--- config.mk ---
export PLATFORM = sky130hd
export DESIGN_NAME = dmem_arbiter
export DESIGN_NICKNAME = d
export VERILOG_FILES = /design/src/rtl/dmem_arbiter.sv
export SDC_FILE = /design/constraint.sdc
export NUM_CORES = 1
export LEC_CHECK = 0
export BUFFER_PORTS_ARGS = -buffer_cell sky130_fd_sc_hd__buf_4
export CAP_MARGIN = 30
export CORE_AREA = 2 2 116 118
export CTS_CLUSTER_DIAMETER = 30
export DETAILED_ROUTE_END_ITERATION = 6
export DIE_AREA = 0 0 118 120
export HOLD_SLACK_MARGIN = 0.12
export SLEW_MARGIN = 10
export SYNTH_ARGS = -nofsm -noshare
export SYNTH_HDL_FRONTEND = slang
export SYNTH_SLANG_ARGS = --single-unit
--- constraint.sdc ---
create_clock -name clk -period 2.5 [get_ports clk]
set_input_delay 0.75 -clock clk [delete_from_list [all_inputs] [get_ports clk]]
set_output_delay 0.75 -clock clk [all_outputs]
set_load 0.02 [all_outputs]
--- src/rtl/dmem_arbiter.sv ---
// Two-master round-robin arbiter in front of a single-port data memory.
// The owner is registered, bursts are capped at MAX_BURST beats, and misaligned beats are acked with an error.
module dmem_arbiter #(
    parameter int MAX_BURST = 4,
    parameter int CNT_W     = 4
) (
    input  logic        clk,
    input  logic        reset,
    input  logic        req0,
    input  logic        wr0,
    input  logic [31:0] addr0,
    input  logic [31:0] wdata0,
    output logic        ack0,
    output logic [31:0] rdata0,
    output logic        err0,
    input  logic        req1,
    input  logic        wr1,
    input  logic [31:0] addr1,
    input  logic [31:0] wdata1,
    output logic        ack1,
    output logic [31:0] rdata1,
    output logic        err1,
    output logic        mem_rd,
    output logic        mem_wr,
    output logic [31:0] mem_addr,
    output logic [31:0] mem_wdata,
    input  logic [31:0] mem_rdata,
    output logic [1:0]  owner
);

    typedef enum logic [1:0] {
        IDLE = 2'b00,
        OWN0 = 2'b01,
        OWN1 = 2'b10
    } state_t;

    localparam logic [CNT_W-1:0] BURST_LAST = CNT_W'(MAX_BURST - 1);
    localparam logic [CNT_W-1:0] CNT_MAX    = '1;

    state_t           state_reg;
    logic [CNT_W-1:0] cnt_reg;
    logic             last_reg;

    logic             cnt_below;
    logic [CNT_W-1:0] cnt_inc;

    assign cnt_below = (cnt_reg < BURST_LAST);
    assign cnt_inc   = (cnt_reg == CNT_MAX) ? cnt_reg : cnt_reg + 1'b1;

    // The owner keeps the memory while it requests, unless the other master
    // is waiting and the burst budget is spent; a handover never idles.
    always_ff @(posedge clk or posedge reset) begin
        if (reset) begin
            state_reg <= IDLE;
            cnt_reg   <= '0;
            last_reg  <= 1'b1;
        end else begin
            case (state_reg)
                IDLE: begin
                    cnt_reg <= '0;
                    if (req0 && (!req1 || last_reg)) begin
                        state_reg <= OWN0;
                        last_reg  <= 1'b0;
                    end else if (req1) begin
                        state_reg <= OWN1;
                        last_reg  <= 1'b1;
                    end
                end
                OWN0: begin
                    if (req0 && (!req1 || cnt_below)) begin
                        cnt_reg <= cnt_inc;
                    end else if (req1) begin
                        state_reg <= OWN1;
                        cnt_reg   <= '0;
                        last_reg  <= 1'b1;
                    end else begin
                        state_reg <= IDLE;
                        cnt_reg   <= '0;
                    end
                end
                OWN1: begin
                    if (req1 && (!req0 || cnt_below)) begin
                        cnt_reg <= cnt_inc;
                    end else if (req0) begin
                        state_reg <= OWN0;
                        cnt_reg   <= '0;
                        last_reg  <= 1'b0;
                    end else begin
                        state_reg <= IDLE;
                        cnt_reg   <= '0;
                    end
                end
                default: begin
                    state_reg <= IDLE;
                    cnt_reg   <= '0;
                end
            endcase
        end
    end

    logic aligned0;
    logic aligned1;

    assign aligned0 = (addr0[1:0] == 2'b00);
    assign aligned1 = (addr1[1:0] == 2'b00);

    // Every output derives from the state, so an asynchronous reset silences the memory pins at once.
    assign ack0 = (state_reg == OWN0) && req0;
    assign ack1 = (state_reg == OWN1) && req1;
    assign err0 = ack0 && !aligned0;
    assign err1 = ack1 && !aligned1;

    assign mem_addr  = ack0 ? addr0  : (ack1 ? addr1  : 32'h0);
    assign mem_wdata = ack0 ? wdata0 : (ack1 ? wdata1 : 32'h0);
    assign mem_rd    = (ack0 && !wr0 && aligned0) || (ack1 && !wr1 && aligned1);
    assign mem_wr    = (ack0 && wr0 && aligned0) || (ack1 && wr1 && aligned1);

    assign rdata0 = (ack0 && !wr0 && aligned0) ? mem_rdata : 32'h0;
    assign rdata1 = (ack1 && !wr1 && aligned1) ? mem_rdata : 32'h0;

    assign owner = state_reg;

endmodule
==> impl_metrics.csv <==
group,metric,value,unit
run_status,status,"finished with violations",
run_status,violations,"negative setup slack",
clock_network,cts_hold_buf,0,
synth,synth_xor_area_share,0.519,%
finish,fin_nets,703,
drt,drc,0,
finish,fillers,1253,
floorplan,std_cell_rows,42,
setup_path,end_kind,"output port",
setup_path,cpMostUsedCell,"buf_6",
global_routing,track_usage,14.5,%
synth,netlist.area_leader.share,33.2,%
pwr,p_leak,2.73,nW
synth,synth_common_cells,"a22o_1, and2_1, nor2_1",
clock_network,cts_buffers,3,
synth,synth_cell_types,35,
clock_network,clock_sinks,7,
synth,synth.net_count,381,
drt,detail_route.wl_per_cell,18.1,um
drt,vias,3063,
drt,viasPerCell,4.33,
finish,post_layout_nonfiller_instances,708,
floorplan,core_area,0.0130,sq mm
setup_path,path_max_fanout,8,
drt,wirelength,12.8,mm
finish,area_growth,213,%
synth,synth_largest_area_cell,"a22o_1",
timing,rsz0062_at_grt,"yes",
synth,synth_seq_cells,7,
setup_path,crit_required,1.75,ns
timing,slew_headroom,79.9,%
floorplan,initial_core_util,13.0,%
pwr,p_per_area,499,mW/mm^2
setup_path,worstPathArrival,1.80,ns
synth,syn_area,0.00169,sq mm
timing,hold_viol_final,0,
synth,yosys-top-cells-area,"a22o_1, and2_1, dfrtp_1",
floorplan,die_x,118,um
drt,drtIter0Drc,129,
clock_network,cts_root_buf,"clkbuf_16",
timing,fin_crit_sh,102,%
setup_path,critPathLaunchType,"primary input",
finish,drive_gt1_share,79.7,%
setup_path,crit_path_max_incr_delay,0.28,ns
synth,synth_compound_area_share,41.0,%
run,drv_cap,0,
global_routing,grt_max_degree,64,
synth,yosysSeqAreaShare,10.4,%
global_routing,grt_pass1_wl,16.2,mm
setup_path,cpLargestDelayFamily,"buffers and inverters",
pwr,seqPwrFrac,6.9,%
pwr,p_clk_share,10.3,%
worst_hold_path,hp-class,"primary input to asynchronous set/reset pin",
place,hpwl,8.92,mm
synth,synth_edf_count,0,
setup_path,path_buf_inv,5,
timing,fmax,393,MHz
floorplan,die_area,0.0142,sq mm
finish,largest_register_ffs,4,
clock_network,clk_latency,0.23,ns
floorplan,die_h,120,um
synth,synthFlopType,"dfrtp_1",
finish,final_util,40.8,%
timing,layout_min_cycle_time,2.55,ns
floorplan,io-pin-count,302,
synth,async_reset_ff_share,100,%
timing,fin_skew,0.00127,ns
timing,setup_viol,65,
timing,report.final.slew_viol_count,0,
pwr,switching_share,42.7,%
setup_path,crit_slowest_cell,"or2_2",
setup_path,crit_path_cell_trace,"buf_4, nand2_4, buf_6, nor4_4, buf_6, clkbuf_16, or2_2, buf_6",
global_routing,grt_pass1_vias,2946,
place,numPortBuffers,301,
pwr,internal_power,1.51,mW
clock_network,cts.clk_slew.worst_paths,0.04,ns
synth,synthAdderAreaFrac,3.70,%
synth,synth_top_family_by_area,"compound AO/OA/AOI/OAI gates",
synth,synthMuxAreaShare,0.593,%
synth,synth-simple-area-share,33.9,%
timing,hold_ws,0.454,ns
clock_network,cts_tree,"done",
global_routing,antenna_found_initial,1,
drt,ant_nets,0,
place,gp_congestion,0.859,
setup_path,path_class,"primary input to output port",
global_routing,grt-ovfl-total,0,
pwr,p_comb_share,82.8,%
clock_network,clk_path_buf_depth,2,
timing,worst_pin_slew,0.302,ns
clock_network,htreeDepth,1,
pwr,switching_power,1.13,mW
drt,first_pass_iters,6,
synth,synthCells,210,
place,placedCellCount,678,
timing,post-route-worst-setup-slack,-0.0474,ns
synth,avgSynthCellArea,8.04,sq um
pwr,peakVddDrop,0.556,mV
synth,ys_warn_count,0,
[path summary, 6_finish.rpt]
check	start	to	slack [ns]	cells past startpoint
max	req0	mem_rd	-0.05	8
min	reset	cnt_reg[1]	0.45	2
max reg2reg	owner[1]	owner[0]	0.86	9
min reg2reg	last_reg	last_reg	0.52	2
max in group asynchronous	reset	last_reg	1.78	2
min in group clk	last_reg	last_reg	0.52	2
[per-stage QoR]
| step | TNS (ns) | worst slack (ns) | total power [mW] | cell area, sq um |
|---|---|---|---|---|
| final | -0.996 | -0.0474 | 2.64 | 5300 |
| after global routing | -8.73 | -0.108 | 2.77 | 5300 |
| after CTS | -8.09 | -0.136 | 2.28 | 4570 |
| after detailed placement | -0.437 | -0.115 | 1.84 | 4150 |
| after global placement | -0.323 | -0.106 | 1.82 | 4150 |
| after floorplan | 0 | 0.127 | 1.11 | 1690 |
[layer usage]
layer	vias up	global-route usage, %	share of wire [%]
met4	0	2.11	3.8
li1	1425	-	-
met3	25	3.56	8.2
met2	184	28.9	52
met5	-	0	0
met1	1429	15.6	37
[cells by family after synthesis]
group / Yosys count
AO/OA/AOI/OAI: 81
XOR/XNOR: 1
multiplexers: 1
adder cells (fa/ha/maj): 5
buffers and inverters: 25
flip-flops: 7
AND/OR/NAND/NOR: 90
[layout make-up]
type / instances / area (sq um) / area share [%]
Antenna cell: 1 / 2.50 / 0.0473
Clock buffer: 4 / 78.8 / 1.49
Inverter: 6 / 22.5 / 0.425
Multi-Input combinational cell: 178 / 1600 / 30.2
Sequential cell: 7 / 178 / 3.36
Tap cell: 176 / 220 / 4.16
Timing Repair Buffer: 336 / 3190 / 60.3
[layout by cell type (no fill, tap or decap), types with 2 or more instances in the layout]
cell type  netlist  layout
a21oi_1          3       3
a22o_1          64      56
a22o_4           0       8
and2_1          64       5
and2_4           0      59
buf_12           0       6
buf_16           0       3
buf_4            5     207
buf_6            6     113
clkbuf_16        0       9
dfrtp_1          6       5
ha_1             5       3
ha_4             0       2
inv_1            5       3
inv_2            1       3
nand2_1          2       2
nand2_4          1       3
nand3_1          4       4
nor2_1          10      10
nor4_4           2       2
o21ai_0          4       4
o31a_1           2       2
o41ai_1          2       2
[power groups by stage]
stage          clock network (mW)  logic, mW  registers [mW]
4_1_cts                     0.279       1.82           0.179
2_1_floorplan                   0      0.922           0.189
3_5_place_dp                    0       1.66           0.180
3_3_place_gp                    0       1.64           0.178
5_1_grt                     0.288       2.30           0.187
6_report                    0.272       2.19           0.182
[timing repair]
action,4_1_cts,5_1_grt
buffers inserted,5,8
pin swaps,2,53
gates cloned,3,9
endpoints found under the setup margin,127,129
resized for setup,57,137
Note: power is estimated with default switching activity, not from simulation.
